File: src/rtl/ptx_pkg.sv
`default_nettype none
// ============================================================================
// Module      : ptx_pkg
// Description : Shared types and constants for the ptx_serializer lane
//               transmitter: FSM state encoding, default comma byte and the
//               bit-position counter width.
// Ports       : none (package)
// Revision    : 1.0 - initial release
// ============================================================================
package ptx_pkg;

  // Transmitter state: commas during SYNC, data or idle commas in ACTIVE.
  typedef enum logic [0:0] {
    PTX_SYNC   = 1'b0,
    PTX_ACTIVE = 1'b1
  } ptx_state_e;

  // Idle / framing byte the receiver locks onto.
  localparam logic [7:0] c_COMMA_DEFAULT = 8'hBC;

  // Width of the bit-position counter (eight bit times per byte).
  localparam int c_BIT_CNT_W = 3;

endpackage : ptx_pkg
`default_nettype wire

File: src/rtl/ptx_shifter.sv
`default_nettype none
// ============================================================================
// Module      : ptx_shifter
// Description : 8-bit load/shift register with a registered serial output.
//               On a load cycle the MSB of the new byte goes straight to the
//               output flop and the remaining seven bits are parked in the
//               shift register, so bytes run back-to-back with no gap bit.
// Ports       : clk_i   - bit clock
//               rst_ni  - asynchronous active-low reset
//               load_i  - take byte_i on this edge
//               byte_i  - parallel byte to serialise
//               data_o  - serial bit, MSB first, registered
// Revision    : 1.0 - initial release
// ============================================================================
module ptx_shifter (
  input  logic       clk_i,
  input  logic       rst_ni,
  input  logic       load_i,
  input  logic [7:0] byte_i,
  output logic       data_o
);

  logic [7:0] shreg_q;
  logic [7:0] shreg_d;
  logic       data_q;
  logic       data_d;

  always_comb begin
    if (load_i) begin
      data_d  = byte_i[7];
      shreg_d = {byte_i[6:0], 1'b0};
    end else begin
      data_d  = shreg_q[7];
      shreg_d = {shreg_q[6:0], 1'b0};
    end
  end

  always_ff @(posedge clk_i or negedge rst_ni) begin
    if (!rst_ni) begin
      shreg_q <= 8'h00;
      data_q  <= 1'b0;
    end else begin
      shreg_q <= shreg_d;
      data_q  <= data_d;
    end
  end

  assign data_o = data_q;

endmodule : ptx_shifter
`default_nettype wire

File: src/rtl/ptx_serializer.sv
`default_nettype none
// ============================================================================
// Module      : ptx_serializer
// Description : Parallel-to-serial lane transmitter. Loads one byte every
//               eight clk_32f cycles and shifts it out MSB first. After reset
//               a fixed run of SYNC_BYTES commas is sent so the far end can
//               frame; afterwards valid bytes are sent and commas fill idle
//               slots.
// Ports       : clk_32f    - bit clock
//               reset      - asynchronous active-low reset
//               data_p     - parallel byte to transmit
//               valid_p    - data_p valid, sampled on load edges only
//               byte_req   - high in the cycle whose closing edge samples data
//               data_out   - serial bit, registered
//               tx_active  - sync run complete
//               byte_count - valid bytes sent (only with PTX_COUNT_EN)
// Build macro : PTX_COUNT_EN enables the byte_count port and counter.
// Revision    : 1.0 - initial release
// ============================================================================
module ptx_serializer
  import ptx_pkg::*;
#(
  parameter int         SYNC_BYTES = 4,
  parameter logic [7:0] COMMA      = c_COMMA_DEFAULT
) (
  input  logic        clk_32f,
  input  logic        reset,
  input  logic [7:0]  data_p,
  input  logic        valid_p,
  output logic        byte_req,
  output logic        data_out,
`ifdef PTX_COUNT_EN
  output logic [15:0] byte_count,
`endif
  output logic        tx_active
);

  localparam logic [c_BIT_CNT_W-1:0] c_BIT_LAST = '1;
  localparam logic [c_BIT_CNT_W-1:0] c_BIT_ONE  = {{(c_BIT_CNT_W-1){1'b0}}, 1'b1};
  localparam logic [3:0]             c_SYNC_LAST = 4'(SYNC_BYTES);

  ptx_state_e               state_q;
  ptx_state_e               state_d;
  logic [c_BIT_CNT_W-1:0]   bit_cnt_q;
  logic [3:0]               sync_cnt_q;
  logic [3:0]               sync_cnt_d;
  logic [7:0]               w_load_byte;
  logic                     w_load;

  // bit_cnt resets to its last value so the first edge after reset is a load.
  assign w_load = (bit_cnt_q == c_BIT_LAST);

  always_ff @(posedge clk_32f or negedge reset) begin
    if (!reset) begin
      state_q    <= PTX_SYNC;
      bit_cnt_q  <= c_BIT_LAST;
      sync_cnt_q <= 4'd0;
    end else begin
      state_q    <= state_d;
      bit_cnt_q  <= bit_cnt_q + c_BIT_ONE;
      sync_cnt_q <= sync_cnt_d;
    end
  end

  always_comb begin
    state_d     = state_q;
    sync_cnt_d  = sync_cnt_q;
    w_load_byte = COMMA;
    case (state_q)
      PTX_SYNC: begin
        // Input is ignored while syncing; the comma that brings the count up
        // to SYNC_BYTES is the last one, and its load edge enters ACTIVE.
        if (w_load) begin
          sync_cnt_d = sync_cnt_q + 4'd1;
          if (sync_cnt_d == c_SYNC_LAST) begin
            state_d = PTX_ACTIVE;
          end
        end
      end
      PTX_ACTIVE: begin
        if (valid_p) begin
          w_load_byte = data_p;
        end
      end
      default: begin
        state_d = PTX_SYNC;
      end
    endcase
  end

  ptx_shifter u_shifter (
    .clk_i  (clk_32f),
    .rst_ni (reset),
    .load_i (w_load),
    .byte_i (w_load_byte),
    .data_o (data_out)
  );

  assign tx_active = (state_q == PTX_ACTIVE);
  assign byte_req  = (state_q == PTX_ACTIVE) && w_load;

`ifdef PTX_COUNT_EN
  logic [15:0] byte_count_q;

  // byte_req marks exactly the ACTIVE load edges; wraps naturally at 16 bits.
  always_ff @(posedge clk_32f or negedge reset) begin
    if (!reset) begin
      byte_count_q <= 16'h0000;
    end else if (byte_req && valid_p) begin
      byte_count_q <= byte_count_q + 16'h0001;
    end
  end

  assign byte_count = byte_count_q;
`endif

endmodule : ptx_serializer
`default_nettype wire

File: config.mk
export PLATFORM = sky130hd
export DESIGN_NAME = ptx_serializer
export DESIGN_NICKNAME = d
export VERILOG_FILES = /design/src/rtl/ptx_pkg.sv /design/src/rtl/ptx_shifter.sv /design/src/rtl/ptx_serializer.sv
export SDC_FILE = /design/constraint.sdc
export NUM_CORES = 1
export LEC_CHECK = 0
export BUFFER_PORTS_ARGS = -buffer_cell sky130_fd_sc_hd__buf_2
export CORE_MARGIN = 2
export CORE_UTILIZATION = 50
export DETAILED_ROUTE_END_ITERATION = 16
export PLACE_DENSITY = 0.74
export REMOVE_ABC_BUFFERS = 1
export SLEW_MARGIN = 0
export SYNTH_ARGS = -nofsm -noshare
export SYNTH_HDL_FRONTEND = slang
export SYNTH_SLANG_ARGS = --single-unit
File: constraint.sdc
create_clock -name clk_32f -period 1.9 [get_ports clk_32f]
set_input_delay 0 -clock clk_32f [delete_from_list [all_inputs] [get_ports clk_32f]]
set_output_delay 0 -clock clk_32f [all_outputs]
set_load 0.01 [all_outputs]
==> metrics.cfg <==
[clock_network]
clk_latency_ns=0.27
clockRootBuffer=clkbuf_4
cts_buffers=3
cts_tree=built
clk_pin_slew_ns=0.08
cts_buffer_depth=2
htreeDepth=1
post_cts_buffers=0
cts_sinks=16

[route]
final_antenna_net_count=0
vias=472
routed_wl_mm=1.08
viasPerCell=4.72
drc=0
wire_per_inst_um=10.8
drt-pass1-iter-count=4
dr.first_iter.drc_count=8

[critical_path]
cp-end-kind=output port
path_class=flop to output port
reg2regPathDepth=5
r2r-end=sync_cnt_q[2]
cp_data_required_time_ns=1.90
cp_data_arrival_time_ns=1.40
crit_path_max_fanout=5
reg2reg_slack_ns=0.54
crit_path_start_kind=flop
r2r-start=bit_cnt_q[0]

[placement]
dp_hpwl_um=790
portBuffers=13
pre_cts_slack_ns=0.521
place_congestion=0.679

[run_status]
status=finished clean

[die]
coreArea_um2=1280
rows=13
die_h_um=40.7
ios=14
die_w_um=40.7
initial_core_util=0.525
die_area_um2=1660

[grt]
grt_max_degree=17
antenna_found_initial=0
grt_pass1_vias=397
grt.total_usage=0.161
grt_pass1_wl_mm=1.68
grt.overflow.total=0

[synthesis]
synth-seq-cells=16
yosys_warnings=0
synthesis.area_um2=674
syn_inst=62
yosysSeqAreaShare=0.599
ys_types=17
synth_area_per_cell_um2=10.9

[sta]
worst_slew_pin_slew_ns=0.358
maxSlewHeadroom=0.762
max_clock_freq_ghz=0.712
final-hold-violation-count=0
post-route-period-util=0.739
setup_tns_ns=0
rsz0062_at_grt=no
slew_violations=0
finalSetupViolCount=0
skew_ns=0.00293
min_period_ns=1.40
finalWorstSetupSlack_ns=0.496

[cells_and_area]
nNetsFinal=101
layout-drive-gt1-share=0.247
mostFrequentLayoutCells=13 x buf_2, 13 x dfrtp_1, 12 x nor2_1, 8 x nand2_1, 7 x dlygate4sd3_1
synthToLayoutAreaGrowth_pct=26.0
antenna_cells=0
fillers=97

[hold_path]
min_to=u_shifter.shreg_q[3]
hold_path_class=input pin to flop
hold_depth=3
hp-start=data_p[2]

[power]
p_per_area_nw_per_um2=666
p_leak_nw=0.430
irDropWorstVdd_mv=0.433
power_mw=0.566

[flow_run]
maxCapViolations=0

-- how the worst max path moves through the flow --
stage	startpoint	end	slack [ns]	depth (start not counted)
2_1_floorplan	bit_cnt_q[0]	sync_cnt_q[3]	0.34	5
3_3_place_gp	bit_cnt_q[0]	sync_cnt_q[3]	0.58	5
3_5_place_dp	bit_cnt_q[0]	sync_cnt_q[2]	0.52	5
4_1_cts	bit_cnt_q[0]	byte_req	0.47	4
5_1_grt	bit_cnt_q[0]	u_shifter.shreg_q[2]	0.43	5
6_report	bit_cnt_q[0]	byte_req	0.50	4
-- area by class of cell --
cell class / count / area (um^2) / area share
Sequential cell: 16 / 404 / 0.476
Multi-Input combinational cell: 41 / 246 / 0.290
Timing Repair Buffer: 21 / 143 / 0.168
Clock buffer: 4 / 26.3 / 0.0309
Tap cell: 15 / 18.8 / 0.0221
Inverter: 3 / 11.3 / 0.0133
-- what timing repair did --
action                    in CTS  in global routing
gates resized for setup        0                  0
hold buffers                   6                  1
hold endpoints to repair      21                  1
-- synthesized netlist by cell type --
| master | n | share of area |
|---|---|---|
| dfrtp_1 | 13 | 0.48 |
| nor2_1 | 12 | 0.067 |
| nand2_1 | 8 | 0.045 |
| a21oi_1 | 5 | 0.037 |
| ha_1 | 4 | 0.074 |
| dfstp_2 | 3 | 0.12 |
| inv_1 | 3 | 0.017 |
| xor2_1 | 3 | 0.039 |
| o22ai_1 | 2 | 0.019 |
| xnor2_1 | 2 | 0.026 |
| a41o_1 | 1 | 0.015 |
| and2_1 | 1 | 0.0093 |
| and2b_1 | 1 | 0.011 |
| buf_2 | 1 | 0.0074 |
| buf_4 | 1 | 0.011 |
| nand2b_1 | 1 | 0.0093 |
| nand3_2 | 1 | 0.015 |
-- metrics by stage --
step / instances / hold slack, ns / cell area [um^2] / utilization
after floorplan: 60 / -0.296 / 662 / -
after global placement: 89 / -0.0710 / 753 / 0.586
after detailed placement: 89 / -0.0678 / 753 / 0.586
after CTS: 99 / 0.00380 / 840 / 0.653
after global routing: 100 / 0.0305 / 850 / 0.661
final: 100 / 0.0272 / 850 / 0.661
-- cell families (layout without fill, tap and decap cells) --
logic type,after synthesis,after routing,share of synthesized area
AND/OR/NAND/NOR,24,24,0.156
XOR/XNOR,5,5,0.0649
AO/OA/AOI/OAI,8,8,0.0705
buffers and inverters,5,28,0.0352
adder cells (fa/ha/maj),4,4,0.0742
flip-flops,16,16,0.599
-- report_power, final --
group / switching, mW / leakage, nW / internal [mW]
Sequential: 0.00189 / 0.185 / 0.348
Clock: 0.0947 / 0.0150 / 0.0813
Combinational: 0.0187 / 0.230 / 0.0216
-- flip-flops by register name, indices dropped and copies added, names as in the netlist --
name / flops
bit_cnt_q: 3
sync_cnt_q: 4
u_shifter.data_o: 1
tx_active: 1
u_shifter.shreg_q: 7
-- critical path, stage by stage, from the launching register on --
cell and delay, ns:
dfstp_2 0.54, ha_1 0.14, ha_1 0.20, and2_1 0.14, buf_2 0.12
-- metal layers --
| metal | track usage | vias to the layer above | share of wire |
|---|---|---|---|
| met4 | 0.0500 | 0 | 0.0093 |
| met1 | 0.223 | 206 | 0.48 |
| met5 | 0 | - | 0 |
| met3 | 0.0543 | 2 | 0.077 |
| li1 | - | 246 | - |
| met2 | 0.238 | 18 | 0.43 |
(Power assumes the default switching activity.)
